**src/rtl/calc_key_entry.sv**
```systemverilog
// calc_key_entry: keystroke front end that sequences operands/operator into a 4-bit calculator and captures its result
module calc_key_entry #(
   parameter int EXEC_CYCLES = 2
) (
   input  logic       clk,
   input  logic       rst,
   input  logic       key_valid,
   input  logic [4:0] key_code,
   output logic [3:0] ain,
   output logic [3:0] bin,
   output logic [2:0] fun,
   input  logic [7:0] res_in,
   output logic [7:0] result,
   output logic       result_valid,
   output logic       err,
   output logic       busy,
   output logic [2:0] state_dbg
);
   typedef enum logic [2:0] {GET_A = 3'd0, GET_OP = 3'd1, GET_B = 3'd2, EXEC = 3'd3, DONE = 3'd4} state_t;
   state_t state, state_n;
   logic [3:0] ain_n, bin_n, cnt, cnt_n;
   logic [2:0] fun_n;
   logic [7:0] result_n;
   logic       result_valid_n, err_n, b_set, b_set_n;
   logic       is_dig, is_op, is_eq, is_clr;
   assign is_dig    = key_valid && !key_code[4];
   assign is_op     = key_valid && key_code[4:2] == 3'b100;
   assign is_eq     = key_valid && key_code == 5'h14;
   assign is_clr    = key_valid && key_code == 5'h15;
   assign busy      = state == EXEC;
   assign state_dbg = state;
   always_comb begin
      state_n        = state;
      ain_n          = ain;
      bin_n          = bin;
      fun_n          = fun;
      result_n       = result;
      result_valid_n = 1'b0;
      err_n          = err;
      cnt_n          = cnt;
      b_set_n        = b_set;
      if (is_clr && state != EXEC) begin
         state_n = GET_A;
         ain_n   = '0;
         bin_n   = '0;
         fun_n   = '0;
         err_n   = 1'b0;
         cnt_n   = '0;
         b_set_n = 1'b0;
      end else begin
         case (state)
            GET_A: if (is_dig) begin
               ain_n   = key_code[3:0];
               state_n = GET_OP;
            end
            GET_OP: if (is_dig) ain_n = key_code[3:0];
               else if (is_op) begin
                  fun_n   = {1'b0, key_code[1:0]};
                  b_set_n = 1'b0;
                  state_n = GET_B;
               end
            GET_B: if (is_dig) begin
                  bin_n   = key_code[3:0];
                  b_set_n = 1'b1;
               end else if (is_op) fun_n = {1'b0, key_code[1:0]};
               else if (is_eq && b_set) begin
                  cnt_n   = '0;
                  state_n = EXEC;
               end
            EXEC: begin
               cnt_n = cnt + 4'd1;
               if (cnt == 4'(EXEC_CYCLES - 1)) begin
                  state_n        = DONE;
                  result_valid_n = 1'b1;
                  result_n       = (fun == 3'b011 && bin == 4'd0) ? 8'hFF : res_in;
                  err_n          = err | (fun == 3'b011 && bin == 4'd0);
               end
            end
            DONE: if (is_dig) begin
                  ain_n   = key_code[3:0];
                  bin_n   = '0;
                  state_n = GET_OP;
               end else if (is_op) begin
                  // chaining keeps only the low nibble of the previous result
                  ain_n   = result[3:0];
                  bin_n   = '0;
                  fun_n   = {1'b0, key_code[1:0]};
                  b_set_n = 1'b0;
                  state_n = GET_B;
               end else if (is_eq) begin
                  cnt_n   = '0;
                  state_n = EXEC;
               end
            default: state_n = GET_A;
         endcase
      end
   end
   always_ff @(posedge clk) begin
      if (rst) begin
         state        <= GET_A;
         ain          <= '0;
         bin          <= '0;
         fun          <= '0;
         result       <= '0;
         result_valid <= 1'b0;
         err          <= 1'b0;
         cnt          <= '0;
         b_set        <= 1'b0;
      end else begin
         state        <= state_n;
         ain          <= ain_n;
         bin          <= bin_n;
         fun          <= fun_n;
         result       <= result_n;
         result_valid <= result_valid_n;
         err          <= err_n;
         cnt          <= cnt_n;
         b_set        <= b_set_n;
      end
   end
endmodule

```
**config.mk**
```make
export PLATFORM = sky130hd
export DESIGN_NAME = calc_key_entry
export DESIGN_NICKNAME = d
export VERILOG_FILES = /design/src/rtl/calc_key_entry.sv
export SDC_FILE = /design/constraint.sdc
export NUM_CORES = 1
export LEC_CHECK = 0
export ABC_AREA = 1
export BUFFER_PORTS_ARGS = -buffer_cell sky130_fd_sc_hd__buf_4
export CAP_MARGIN = 40
export CORE_MARGIN = 2
export CORE_UTILIZATION = 46
export DETAILED_ROUTE_END_ITERATION = 10
export PLACE_DENSITY = 0.75
export SETUP_SLACK_MARGIN = 0.15
export SYNTH_ARGS = -nofsm -noshare
export SYNTH_HDL_FRONTEND = slang
export SYNTH_SLANG_ARGS = --single-unit
```
**constraint.sdc**
```tcl
create_clock -name clk -period 1.28 [get_ports clk]
set_input_delay 0.128 -clock clk [delete_from_list [all_inputs] [get_ports clk]]
set_output_delay 0.128 -clock clk [all_outputs]
set_load 0.1 [all_outputs]
```
==> flow_metrics.env <==
export IMPL_status="finished with violations"
export IMPL_failed_checks="setup timing"
export IMPL_cts_buffers=3
export IMPL_avgRoutedWirePerCell_um=14.6
export IMPL_rsz0062_at_grt="true"
export IMPL_tns_ns=-0.779
export IMPL_ys_seq_area_share_pct=38.9
export IMPL_grtUsageTotal_pct=22.8
export IMPL_period_share_pct=108
export IMPL_period_minus_slack_ns=1.38
export IMPL_n_antenna_cell=0
export IMPL_syn_inst=210
export IMPL_grt_pass1_vias=1491
export IMPL_ys_flop_type="dfxtp_1"
export IMPL_rows=20
export IMPL_htreeDepth=1
export IMPL_drt_pass1_iter_count=4
export IMPL_peakVddDrop_v=0.000691
export IMPL_cts_root_buffer="clkbuf_4"
export IMPL_worstPathRequired_ns=1.56
export IMPL_max_freq_ghz=0.726
export IMPL_die_w_um=60.0
export IMPL_design_area_um2=2370
export IMPL_worst_r2r_cell_count=7
export IMPL_synth_edff_count=0
export IMPL_io_buffer_count=39
export IMPL_hold_buffers=0
export IMPL_crit_slowest_cell="dfxtp_4"
export IMPL_drtAntennaViolNets=0
export IMPL_async_flop_share_pct=0
export IMPL_cp_common_cell="nor2_4"
export IMPL_fin_skew_ns=0.00179
export IMPL_fin_nets=289
export IMPL_vias=1653
export IMPL_postRouteWirelength_mm=4.43
export IMPL_yosys_register_bits=28
export IMPL_cts_sinks=28
export IMPL_routed_via_density=5.46
export IMPL_hp_class="in2reg"
export IMPL_maxCapViolations=0
export IMPL_arrival_ns=1.65
export IMPL_pre_cts_ws_ns=-0.0204
export IMPL_netlist_area_um2=1440
export IMPL_io_pins=41
export IMPL_yosysTopAreaCell="dfxtp_1"
export IMPL_synthMostInstantiatedCell="nand2_1"
export IMPL_dieArea_um2=3590
export IMPL_gp_congestion=0.831
export IMPL_p_leak_uw=0.00102
export IMPL_dpl_cell_area_um2=1850
export IMPL_setup_viol=18
export IMPL_synthesis_nets=228
export IMPL_floorplan_initialDensity_pct=48.0
export IMPL_p_per_area_nw_per_um2=1350
export IMPL_ys_types=26
export IMPL_dp_hpwl_mm=2.67
export IMPL_ys_top_cells_by_count="nand2_1 (43), nor2_1 (29), dfxtp_1 (28)"
export IMPL_hold_viol=0
export IMPL_cp_start_kind="register"
export IMPL_die_y_um=60.0
export IMPL_max_stage_delay_ns=0.42
export IMPL_drc_errors=0
export IMPL_crit_fanout=5
export IMPL_synth_top_cell_area_share_pct=38.9
export IMPL_whs_path_depth=3
export IMPL_synthTopCellsByArea="dfxtp_1 (39%), nand2_1 (11%), nor2_1 (7.6%)"
export IMPL_drive_gt1_share_pct=53.0
export IMPL_coreArea_um2=3000
export IMPL_crit_chain="nand2_4 > nor2_4 > inv_4 > nor2_4 > buf_6 > o21ai_2 > a31oi_1"
export IMPL_grt_pass1_wl_mm=6.27
export IMPL_insertion_delay_ns=0.33
export IMPL_syn_avg_cell_area_um2=6.86
export IMPL_drt_iter0_markers=136
export IMPL_ys_warn_count=0
export IMPL_grt_max_degree=16
export IMPL_timing_final_ws_setup_ns=-0.0968
export IMPL_critPathCaptureType="register"
export IMPL_drv_slew=0
export IMPL_antenna_found_initial=0
export IMPL_area_delta_synth_final_pct=64.8
export IMPL_clock_path_buffers=2
export IMPL_cts_tree="built"
export IMPL_n_fill_cell=189
export IMPL_clk_pin_slew_ns=0.15
export IMPL_grt_ovfl_total=0
export IMPL_critPathKind="reg2reg"
## placed cells by master (no fill, tap or decap)
cell type  count
a21oi_1       11
o21ai_0        7
nand3_2        4
nand3_4        4
a211oi_2       1
nor2_4         6
or2_2          1
inv_4          3
conb_1         1
o21ai_1        4
inv_1         18
buf_8         13
dfxtp_4        3
nor2_2         6
ha_1           1
buf_4         31
a31oi_1        2
nand2_4        4
nand4_1        3
nand2_2       12
clkbuf_8       1
inv_6          1
dfxtp_2       13
nand2_1       33
o21ai_2        7
buf_6         11
nand2_8        1
ha_2           1
nand3_1        9
nand3b_1       1
buf_16         1
nor2_1        23
o31ai_1        1
or2_1          1
buf_12         3
dfxtp_1       12
a21oi_2        8
clkbuf_4       3
inv_2          5
## cell type report
type	count	area, um2	share of cell area [%]
multi-input cells	152	955	40.2
repair buffers	59	639	26.9
flip-flops and latches	28	588	24.8
inverters	27	114	4.80
well taps	33	41.3	1.74
clock buffers	4	36.3	1.53
## flip-flops by register name, summed over array words and instances, names as in the netlist
name / flops
bin: 4
err: 1
fun: 2
ain: 4
b_set: 1
result: 8
result_valid: 1
cnt: 4
state_dbg: 3
## where the power goes
part | switching [uW] | internal (uW) | total, uW | leakage, uW
clock | 268 | 175 | 443 | 0.0000210
combinational | 1130 | 590 | 1720 | 0.000767
sequential | 93.3 | 961 | 1050 | 0.000236
## routing by layer
layer  up-vias  part of all wire (%)  wire length (um)  GRT usage [%]
met5         -                     0                 0              0
met4         0                   1.7                76           6.98
met3        14                   6.2               274           4.55
met2        65                    49              2180           36.2
met1       780                    43              1900           30.9
li1        794                     -                 -              -
## what timing repair did
action | CTS | global route
buffers inserted | 5 | 2
resized for setup | 51 | 68
pin swaps | 3 | 9
gates cloned | 2 | 0
setup endpoints to repair | 43 | 48
## critical path, delay by kind of cell, from the launching register on
| kind | cells | cell delay, ns |
|---|---|---|
| simple gates | 3 | 0.44 |
| buf+inv | 2 | 0.26 |
| flops | 1 | 0.42 |
| compound gates | 2 | 0.19 |
## per-stage QoR
step	power [uW]	hold slack (ns)	util, %	cells
5_1_grt	3360	0.0216	79.0	303
4_1_cts	2920	0.00668	71.2	301
3_5_place_dp	2340	0.383	61.7	290
3_3_place_gp	2340	0.373	61.7	290
6_report	3210	0.0114	79.0	303
2_1_floorplan	2030	0.266	-	210
## final timing paths
path                             endpoint         start  slack, ns
worst min register to register     bin[0]        bin[0]       0.50
worst min-delay path            result[1]     res_in[1]       0.01
worst max-delay path            result[1]  state_dbg[1]       -0.1
worst max register to register  result[1]  state_dbg[1]       -0.1
## cell families (layout without fill, tap and decap cells)
logic type	after synthesis	count (layout)	share of synthesized area, %
AND/OR/NAND/NOR	108	108	34.4
other	1	1	0.260
adder cells (fa/ha/maj)	2	2	1.74
AO/OA/AOI/OAI	41	41	15.8
flip-flops	28	28	38.9
buffers and inverters	30	90	8.86
Power figures use the tool's default switching activity.
